**config.mk**
```make
export PLATFORM = sky130hd
export DESIGN_NAME = sc_et_accum_flat
export DESIGN_NICKNAME = d
export VERILOG_FILES = /design/src/rtl/sc_et_accum_if.sv /design/src/rtl/sc_et_accum.sv /design/src/flat_wrapper.sv
export SDC_FILE = /design/constraint.sdc
export NUM_CORES = 1
export LEC_CHECK = 0
export BUFFER_PORTS_ARGS = -buffer_cell sky130_fd_sc_hd__buf_4
export CORE_UTILIZATION = 60
export DETAILED_ROUTE_END_ITERATION = 10
export HOLD_SLACK_MARGIN = 0.03
export PLACE_DENSITY_LB_ADDON = 0.2
export SYNTH_ARGS = -nofsm -noshare
export SYNTH_HDL_FRONTEND = slang
export SYNTH_SLANG_ARGS = --single-unit
```
**constraint.sdc**
```tcl
create_clock -name clk -period 5.45 [get_ports clk]
set_clock_uncertainty 0.05 [all_clocks]
set_input_delay 0 -clock clk [delete_from_list [all_inputs] [get_ports clk]]
set_output_delay 0 -clock clk [all_outputs]
set_load 0.1 [all_outputs]
```
**src/rtl/sc_et_accum_if.sv**
```systemverilog
// Handshake/bitstream bundle between the early-termination bitstream
// generator (master) and the stochastic-to-binary accumulator (slave).
interface sc_et_accum_if #(
  parameter int WIDTH      = 4,
  parameter int NUM_INPUTS = 2
);
  localparam int CNT_W = NUM_INPUTS * WIDTH + 1;

  logic                        bit_valid;
  logic                        bit_last;
  logic [NUM_INPUTS-1:0]       Xs;
  logic                        res_valid;
  logic                        res_ready;
  logic [NUM_INPUTS*WIDTH-1:0] res_vals;
  logic [CNT_W-1:0]            res_len;
  logic                        overrun;

  modport master (
    output bit_valid, bit_last, Xs, res_ready,
    input  res_valid, res_vals, res_len, overrun
  );

  modport slave (
    input  bit_valid, bit_last, Xs, res_ready,
    output res_valid, res_vals, res_len, overrun
  );
endinterface

```
**src/rtl/sc_et_accum.sv**
```systemverilog
// Stochastic-to-binary accumulator: counts ones per stream over one run,
// closes the run on the last bit, converts each count to a WIDTH-bit value
// scaled by the run length, and holds the result behind valid/ready.
module sc_et_accum #(
  parameter int WIDTH      = 4,
  parameter int NUM_INPUTS = 2
) (
  input  logic              clk,
  input  logic              rst_n,
  input  logic              clear,
  sc_et_accum_if.slave      bus
);

  localparam int CNT_W = NUM_INPUTS * WIDTH + 1;
  localparam int VAL_W = NUM_INPUTS * WIDTH;
  // Longest legal run: 2^(NUM_INPUTS*WIDTH) bits.
  localparam logic [CNT_W-1:0] MAX_LEN = {1'b1, {(CNT_W-1){1'b0}}};
  localparam logic [CNT_W-1:0] ONE_CNT = {{(CNT_W-1){1'b0}}, 1'b1};

  typedef enum logic [0:0] {
    S_ACC  = 1'b0,
    S_HOLD = 1'b1
  } state_t;

  state_t             r_state;
  logic [CNT_W-1:0]   r_len;
  logic [CNT_W-1:0]   r_ones [NUM_INPUTS];
  logic               r_res_valid;
  logic [VAL_W-1:0]   r_res_vals;
  logic [CNT_W-1:0]   r_res_len;
  logic               r_overrun;

  logic               w_len_full;
  logic               w_accept;
  logic [CNT_W-1:0]   w_len_nxt;
  logic [CNT_W-1:0]   w_ones_nxt [NUM_INPUTS];
  int                 w_e;
  logic [VAL_W-1:0]   w_conv;

  // Position of the most significant set bit (floor log2); 0 for zero.
  function automatic int msb_idx(input logic [CNT_W-1:0] v);
    int idx;
    idx = 0;
    for (int i = 0; i < CNT_W; i++) begin
      if (v[i]) begin
        idx = i;
      end
    end
    return idx;
  endfunction

  // Scale a ones count to WIDTH bits given the run exponent; saturates
  // when the stream was all ones (count == length gives 2^WIDTH).
  function automatic logic [WIDTH-1:0] conv_one(input logic [CNT_W-1:0] ones,
                                                input int               e);
    logic [CNT_W+WIDTH-1:0] wide;
    wide = {{WIDTH{1'b0}}, ones};
    if (e >= WIDTH) begin
      wide = wide >> (e - WIDTH);
    end else begin
      wide = wide << (WIDTH - e);
    end
    if (|wide[CNT_W+WIDTH-1:WIDTH]) begin
      return {WIDTH{1'b1}};
    end else begin
      return wide[WIDTH-1:0];
    end
  endfunction

  // Next-count and conversion of the counts including the current bit, so
  // the last bit of a run is folded into the registered result.
  always_comb begin
    w_len_full = (r_len == MAX_LEN);
    w_accept   = bus.bit_valid && !w_len_full;
    if (w_accept) begin
      w_len_nxt = r_len + ONE_CNT;
    end else begin
      w_len_nxt = r_len;
    end
    w_e    = msb_idx(w_len_nxt);
    w_conv = {VAL_W{1'b0}};
    for (int k = 0; k < NUM_INPUTS; k++) begin
      if (w_accept) begin
        w_ones_nxt[k] = r_ones[k] + {{(CNT_W-1){1'b0}}, bus.Xs[k]};
      end else begin
        w_ones_nxt[k] = r_ones[k];
      end
      w_conv[k*WIDTH +: WIDTH] = conv_one(w_ones_nxt[k], w_e);
    end
  end

  // ACC/HOLD FSM with counters and registered result outputs; clear wins
  // over everything and discards bits presented in the same cycle.
  always_ff @(posedge clk or negedge rst_n) begin
    if (!rst_n) begin
      r_state     <= S_ACC;
      r_len       <= {CNT_W{1'b0}};
      r_res_valid <= 1'b0;
      r_res_vals  <= {VAL_W{1'b0}};
      r_res_len   <= {CNT_W{1'b0}};
      r_overrun   <= 1'b0;
      for (int k = 0; k < NUM_INPUTS; k++) begin
        r_ones[k] <= {CNT_W{1'b0}};
      end
    end else if (clear) begin
      r_state     <= S_ACC;
      r_len       <= {CNT_W{1'b0}};
      r_res_valid <= 1'b0;
      r_res_vals  <= {VAL_W{1'b0}};
      r_res_len   <= {CNT_W{1'b0}};
      r_overrun   <= 1'b0;
      for (int k = 0; k < NUM_INPUTS; k++) begin
        r_ones[k] <= {CNT_W{1'b0}};
      end
    end else begin
      case (r_state)
        S_ACC: begin
          if (bus.bit_valid) begin
            r_len  <= w_len_nxt;
            r_ones <= w_ones_nxt;
            if (w_len_full) begin
              r_overrun <= 1'b1;
            end
            if (bus.bit_last) begin
              r_res_vals  <= w_conv;
              r_res_len   <= w_len_nxt;
              r_res_valid <= 1'b1;
              r_state     <= S_HOLD;
            end
          end
        end
        S_HOLD: begin
          // Bits arriving while a result is held are never counted.
          if (bus.bit_valid) begin
            r_overrun <= 1'b1;
          end
          if (bus.res_ready) begin
            r_res_valid <= 1'b0;
            r_state     <= S_ACC;
            r_len       <= {CNT_W{1'b0}};
            for (int k = 0; k < NUM_INPUTS; k++) begin
              r_ones[k] <= {CNT_W{1'b0}};
            end
          end
        end
        default: begin
          r_state     <= S_ACC;
          r_res_valid <= 1'b0;
        end
      endcase
    end
  end

  assign bus.res_valid = r_res_valid;
  assign bus.res_vals  = r_res_vals;
  assign bus.res_len   = r_res_len;
  assign bus.overrun   = r_overrun;

endmodule

```
**src/flat_wrapper.sv**
```systemverilog
// flat-port wrapper written by rule: the top's interface ports become plain ports
module sc_et_accum_flat 
#(
  parameter int WIDTH      = 4,
  parameter int NUM_INPUTS = 2
)
  (clk, rst_n, clear, bus_bit_valid, bus_bit_last, bus_Xs, bus_res_ready, bus_res_valid, bus_res_vals, bus_res_len, bus_overrun);
  sc_et_accum_if #(.WIDTH(WIDTH), .NUM_INPUTS(NUM_INPUTS)) bus_i ();
  input  logic clk;
  input  logic rst_n;
  input  logic clear;
  input wire logic [$bits(bus_i.bit_valid)-1:0] bus_bit_valid;
  input wire logic [$bits(bus_i.bit_last)-1:0] bus_bit_last;
  input wire logic [$bits(bus_i.Xs)-1:0] bus_Xs;
  input wire logic [$bits(bus_i.res_ready)-1:0] bus_res_ready;
  output wire logic [$bits(bus_i.res_valid)-1:0] bus_res_valid;
  output wire logic [$bits(bus_i.res_vals)-1:0] bus_res_vals;
  output wire logic [$bits(bus_i.res_len)-1:0] bus_res_len;
  output wire logic [$bits(bus_i.overrun)-1:0] bus_overrun;
  assign bus_i.bit_valid = bus_bit_valid;
  assign bus_i.bit_last = bus_bit_last;
  assign bus_i.Xs = bus_Xs;
  assign bus_i.res_ready = bus_res_ready;
  assign bus_res_valid = bus_i.res_valid;
  assign bus_res_vals = bus_i.res_vals;
  assign bus_res_len = bus_i.res_len;
  assign bus_overrun = bus_i.overrun;
  sc_et_accum #(.WIDTH(WIDTH), .NUM_INPUTS(NUM_INPUTS)) u_core (.clk(clk), .rst_n(rst_n), .clear(clear), .bus(bus_i));
endmodule
```
==> flow_metrics.py, run 1 <==
metrics = {
    "global_route": {
        "track_usage_pct": 33.8,
        "grt_start_max_net_pins": 48,
        "grt_pass1_wl_um": 19500,
        "grt_pass1_vias": 3794,
        "antenna_found_initial": 0,
        "grt_overflow": 0,
    },
    "drt": {
        "viasPerCell": 6.69,
        "wl_met2_um": 5560,
        "wl_met3_um": 1110,
        "dr.pass1.iters": 6,
        "ant_nets": 0,
        "wl_per_cell_um": 19.4,
        "vias": 4268,
        "wirelength_um": 12400,
        "drc": 0,
        "drt-met1-wl_um": 5390,
        "drtIter0Drc": 571,
        "top_layer": "met4",
    },
    "critical_path": {
        "slowest_delay_ns": 0.49,
        "path_cells": "ha_1, and4_1, nand3_1, o211a_1, o22ai_4, nor2_8, inv_4, ha_1, buf_4, buf_4, o21ai_0, a211oi_1, o41a_1, a211oi_2, a221oi_1, or2_1, a221o_1",
        "r2r-start": "u_core.r_len[0]",
        "path_max_fanout": 19,
        "worstRegToRegCells": 17,
        "slowest_stage": "dfrtp_1",
        "crit_type": "reg -> reg",
        "start_kind": "register",
        "rr_endpoint": "u_core.bus.res_vals[1]",
        "required_ns": 5.60,
        "critPathCaptureType": "register",
        "critical_path_arrival_ns": 4.94,
        "ff2ff_setup_slack_ns": 0.66,
    },
    "timing": {
        "hold_viol": 0,
        "worst_pin_slew_ns": 1.01,
        "period_needed_ns": 4.79,
        "max_slew_margin_pct": 32.8,
        "finalSetupViolCount": 0,
        "final-max-slew-violation-count": 0,
        "max_freq_mhz": 209,
        "fin_crit_sh_pct": 87.9,
        "setup_tns_ns": 0,
        "holdWs_ns": 0.0509,
        "rsz0062_at_grt": "no",
    },
    "min_path": {
        "min_path_type": "in -> reg",
        "hold_depth": 3,
        "holdPathEnd": "u_core.bus.overrun",
        "hold_path.startpoint": "bus_bit_valid",
    },
    "cells_and_area": {
        "layout-area-overhead-vs-synth_pct": 8.29,
        "fillCellCount": 575,
        "fin_util_pct": 67.7,
        "drive_above_1_share_pct": 13.5,
        "design.final.nets": 557,
        "n_antenna_cell": 0,
        "seq_area_mm2": 0.00118,
        "multi_input_area_mm2": 0.00288,
    },
    "synthesis": {
        "yosysSeqAreaShare_pct": 27.5,
        "synth-seq-cells": 47,
        "netlist_instances": 535,
        "synth_top_area_cell": "dfrtp_1",
        "async_flop_share_pct": 100,
        "syn-num-nets": 551,
        "ys_warn_count": 0,
        "synth_area_mm2": 0.00427,
        "netlist.area_leader.share_pct": 27.5,
        "synth.avg_cell_area_um2": 7.98,
        "ys_types": 80,
        "yosys-top-cells-area": "dfrtp_1 28%, o21ai_0 7.5%, nand2_1 6.2%",
        "synthFlopType": "dfrtp_1",
        "synth_edf_count": 0,
    },
    "floorplan": {
        "top_level_ports": 27,
        "die_area_mm2": 0.00746,
        "core_area_mm2": 0.00683,
        "die_x_um": 86.4,
        "fp-row-count": 30,
        "die-height_um": 86.4,
        "start_util_pct": 62.5,
    },
    "cts": {
        "cts_tree": "done",
        "clockRootBuffer": "clkbuf_8",
        "cts_sinks": 47,
        "postCtsSetupBuffers": 0,
        "h-tree-depth": 2,
        "clkTransAtPathRegs_ns": 0.10,
        "numCtsBuffers": 5,
        "clock_latency_ns": 0.31,
        "cts_max_path_buffers": 2,
    },
    "place": {
        "io_buffers": 26,
        "routabilityCongestion": 0.975,
        "dpl.hpwl_um": 9080,
    },
    "power": {
        "power_leakage_nw": 1.92,
        "irDropWorstVdd_v": 0.000174,
        "pwr_density_cell_mw_per_mm2": 212,
    },
    "outcome": {
        "outcome": "complete, no violations",
    },
    "job": {
        "max-cap-violations": 0,
    },
}
state kept, by name (all words and copies together), names as in the netlist:
register              cells
u_core.bus.res_len        9
u_core.bus.overrun        1
u_core.r_state            1
u_core.bus.res_vals       8
u_core.r_ones            18
u_core.bus.res_valid      1
u_core.r_len              9
worst max-delay path by stage:
| stage | startpoint | end | slack [ns] | cells past startpoint |
|---|---|---|---|---|
| final | u_core.r_len[0] | u_core.bus.res_vals[1] | 0.66 | 17 |
| after global routing | u_core.r_len[0] | u_core.bus.res_vals[0] | 0.16 | 16 |
| after CTS | u_core.r_len[0] | u_core.bus.res_vals[0] | 0.55 | 16 |
| after detailed placement | u_core.r_len[0] | u_core.bus.res_vals[0] | 0.59 | 16 |
| after global placement | u_core.r_len[5] | u_core.bus.res_vals[0] | 0.66 | 15 |
| after floorplan | u_core.r_len[0] | u_core.bus.res_vals[1] | 0.75 | 20 |
power breakdown:
group          internal (mW)  switching, mW
Clock                  0.104          0.131
Combinational          0.110          0.261
Sequential             0.364         0.0128
Total                  0.577          0.405
cell type report:
class,count,share of cell area (%)
clock buffer,6,1.79
clock inverter,2,0.352
inverter,11,0.947
multi-input combinational,436,62.2
sequential,47,25.4
tap,96,2.60
timing repair buffer,40,6.71
cell usage after synthesis, drive strengths merged (3+ instances only):
| master | instances |
|---|---|
| nand2 | 71 |
| o21ai | 66 |
| dfrtp | 47 |
| nor2 | 37 |
| a21oi | 35 |
| clkbuf | 24 |
| nand3 | 19 |
| xnor2 | 18 |
| buf | 17 |
| nor3 | 16 |
| xor2 | 14 |
| o31ai | 12 |
| inv | 10 |
| nand4 | 10 |
| mux2i | 9 |
| a211oi | 8 |
| ha | 8 |
| a22o | 6 |
| nor4 | 6 |
| o211ai | 6 |
| or3 | 6 |
| a31oi | 5 |
| a32oi | 5 |
| and4 | 5 |
| a211o | 4 |
| a22oi | 4 |
| nor4b | 4 |
| o21a | 4 |
| o22ai | 4 |
| a2111oi | 3 |
| a21boi | 3 |
| a311oi | 3 |
| and2 | 3 |
| and3 | 3 |
| mux4 | 3 |
| nand2b | 3 |
| o41ai | 3 |
| or2 | 3 |
kinds of logic after synthesis:
| logic type | count (synthesis) | share of synthesized area [%] |
|---|---|---|
| simple gates | 194 | 23.5 |
| mux | 14 | 4.22 |
| compound gates | 188 | 30.2 |
| xor+xnor | 32 | 6.74 |
| buf+inv | 52 | 5.42 |
| fa+ha+maj | 8 | 2.34 |
| flops | 47 | 27.5 |
timing repair:
action | in CTS | in global routing
hold endpoints to repair | 50 | 0
setup endpoints to repair | 0 | 1
hold buffers | 4 | 0
gates resized for setup | 0 | 1
metal layers:
metal | up-vias | track usage, %
li1 | 2012 | -
met1 | 1998 | 48.4
met2 | 226 | 52.4
met3 | 32 | 6.19
met4 | 0 | 9.70
met5 | - | 0
cell usage in the layout (no fill, tap or decap), types with 11 or more instances in the layout:
cell type  instances
nand2_1           71
o31ai_1           11
a21oi_1           34
buf_4             36
nor2_1            36
xor2_1            13
nand3_1           19
o21ai_0           64
nor3_1            16
xnor2_1           17
dfrtp_1           47
critical path: cells and delay by family (launching register included):
kind,cells,cell delay [ns]
AOI/OAI and AO/OA,8,2.02
and+or+nand+nor,4,1.11
buffers and inverters,3,0.47
DFF,1,0.49
adders and majority gates,2,0.54
metrics by stage:
stage               std cells  setup WS [ns]  power [mW]  cell area (um^2)
floorplan                 535          0.755       0.654              4270
global placement          626          0.664       0.742              4480
detailed placement        626          0.595       0.743              4480
CTS                       638          0.549       0.978              4620
global route              638          0.158        1.02              4620
finish                    638          0.659       0.982              4620
Note: power is estimated with default switching activity, not from simulation.
==> run 2: changes to the inputs <==
- CTS_BUF_LIST: not set -> sky130_fd_sc_hd__clkbuf_4
==> run 2 against run 1 <==
Net effect:
- global-route usage rose by 0.10 points
- critical endpoint unchanged
- flip-flop and latch count unchanged
- first-iteration DRC count is 13% lower
- critical path type unchanged
- wire length increased by 0.12%
- power shrank 6.0%
- non-clock buffer count is 3 higher
- clock power decreased by 26%
- die area did not move
- sequential power about the same
==> flow_metrics.py, run 2 (synthesis results as in run 1) <==
metrics = {
    "cells_and_area": {
        "design.final.nets": 560,
        "largest_reg_flops": 18,
        "multi_input_area_mm2": 0.00288,
        "final_common_cell": "nand2_1",
        "final_area_mm2": 0.00461,
        "top_register": "u_core.r_ones",
        "n_antenna_cell": 0,
        "final_cell_mix": "71 x nand2_1, 64 x o21ai_0, 47 x dfrtp_1, 36 x nor2_1, 36 x buf_4",
        "layout-area-overhead-vs-synth_pct": 8.03,
        "drive_above_1_share_pct": 13.2,
        "seq_area_mm2": 0.00118,
        "fin_util_pct": 67.5,
        "fillCellCount": 576,
    },
    "drt": {
        "drc": 0,
        "drtIter0Drc": 495,
        "vias": 4289,
        "wirelength_um": 12400,
        "viasPerCell": 6.69,
        "wl_per_cell_um": 19.3,
        "dr.pass1.iters": 5,
        "ant_nets": 0,
    },
    "timing": {
        "worst_pin_slew_ns": 1.04,
        "setup_tns_ns": 0,
        "fin_crit_sh_pct": 88.8,
        "hold_viol": 0,
        "max_freq_mhz": 207,
        "max_slew_margin_pct": 30.9,
        "setup_slack_ns": 0.612,
        "final-max-slew-violation-count": 0,
        "period_needed_ns": 4.84,
        "finalSetupViolCount": 0,
        "rsz0062_at_grt": "no",
    },
    "power": {
        "p_int_mw": 0.525,
        "pwr-share-seq_pct": 40.8,
        "irDropWorstVdd_v": 0.000168,
        "p_sw_mw": 0.399,
        "power_frac_comb_pct": 40.3,
        "pwr_density_cell_mw_per_mm2": 200,
        "p_sw_share_pct": 43.2,
        "power_leakage_nw": 1.91,
        "p_clk_share_pct": 18.9,
    },
    "place": {
        "dpl_cell_area_mm2": 0.00448,
        "io_buffers": 26,
        "routabilityCongestion": 0.975,
        "pre_cts_slack_ns": 0.595,
        "dpl.hpwl_um": 9080,
    },
    "critical_path": {
        "crit_type": "reg -> reg",
        "crit_buf_inv": 3,
        "critPathCaptureType": "register",
        "crit_family": "compound AO/OA/AOI/OAI gates",
        "slowest_delay_ns": 0.52,
        "path_max_fanout": 19,
        "slowest_stage": "dfrtp_1",
        "path_cells": "ha_1, and4_1, nand3_1, o211a_1, o22ai_4, nor2_8, inv_4, ha_1, buf_4, buf_4, o21ai_0, a211oi_1, o41a_1, a211oi_2, a221oi_1, or2_1, a221o_1",
        "ff2ff_setup_slack_ns": 0.61,
        "critical_path_arrival_ns": 5.06,
        "start_kind": "register",
        "required_ns": 5.67,
    },
    "floorplan": {
        "core_area_mm2": 0.00683,
        "die_x_um": 86.4,
        "start_util_pct": 62.5,
        "die-height_um": 86.4,
        "top_level_ports": 27,
        "die_area_mm2": 0.00746,
        "fp-row-count": 30,
    },
    "global_route": {
        "grt_pass1_vias": 3791,
        "track_usage_pct": 33.9,
        "grt_start_max_net_pins": 48,
        "grt_pass1_wl_um": 19500,
        "antenna_found_initial": 0,
        "grt_overflow": 0,
    },
    "cts": {
        "cts_tree": "done",
        "numCtsBuffers": 5,
        "clockRootBuffer": "clkbuf_4",
        "cts_sinks": 47,
        "postCtsSetupBuffers": 0,
        "cts_max_path_buffers": 2,
        "h-tree-depth": 2,
        "clock_latency_ns": 0.37,
        "clkTransAtPathRegs_ns": 0.16,
    },
    "min_path": {
        "min_path_type": "in -> async",
    },
    "outcome": {
        "outcome": "complete, no violations",
    },
    "job": {
        "max-cap-violations": 0,
    },
}
-- run 2: final cells by class --
type	instances	area share, %
multi-input cells	436	62.3
well taps	96	2.60
flip-flops and latches	47	25.5
clock inverters	3	0.434
clock buffers	5	0.814
inverters	11	0.949
repair buffers	43	7.38
-- run 2: power groups by stage --
stage / clock network [mW] / registers, mW / logic [mW]
after floorplan: 0 / 0.466 / 0.188
after global placement: 0 / 0.383 / 0.360
after detailed placement: 0 / 0.384 / 0.359
after CTS: 0.176 / 0.377 / 0.364
after global routing: 0.190 / 0.380 / 0.395
final: 0.174 / 0.377 / 0.372
-- run 2: final timing paths --
path                       cells past startpoint                endpoint                   from
hold reg to reg                                2   u_core.bus.res_len[4]  u_core.bus.res_len[4]
setup reg to reg                              17  u_core.bus.res_vals[1]        u_core.r_len[0]
setup / recovery                              17  u_core.bus.res_vals[1]        u_core.r_len[0]
max in group asynchronous                      2       u_core.r_ones[11]                  rst_n
min in group clk                               5        u_core.r_ones[9]              bus_Xs[0]
hold / removal                                 2  u_core.bus.res_vals[2]                  rst_n
-- run 2: through the flow --
step / instances / hold slack [ns] / total power [mW]
floorplan: 535 / -0.346 / 0.654
finish: 641 / 0.110 / 0.924
CTS: 641 / 0.122 / 0.917
global placement: 626 / -0.0104 / 0.742
global route: 641 / 0.146 / 0.965
detailed placement: 626 / -0.0121 / 0.743
-- run 2: layer usage --
layer,share of wire [%],global-route usage [%],up-vias
li1,-,-,2020
met1,44,47.7,1985
met2,45,53.5,256
met3,8.8,6.19,28
met4,2.3,9.85,0
met5,0,0,-
-- run 2: what timing repair did --
action / CTS / global route
hold buffers: 7 / 0
hold endpoints to repair: 54 / 0
resized for setup: 0 / 1
endpoints found under the setup margin: 0 / 1
-- run 2: worst reg2reg max path: stages (launching register included) --
cell and delay [ns]:
dfrtp_1 0.52, ha_1 0.33, and4_1 0.47, nand3_1 0.23
o211a_1 0.35, o22ai_4 0.38, nor2_8 0.13, inv_4 0.08
ha_1 0.22, buf_4 0.18, buf_4 0.21, o21ai_0 0.10
a211oi_1 0.11, o41a_1 0.42, a211oi_2 0.21, a221oi_1 0.15
or2_1 0.28, a221o_1 0.32
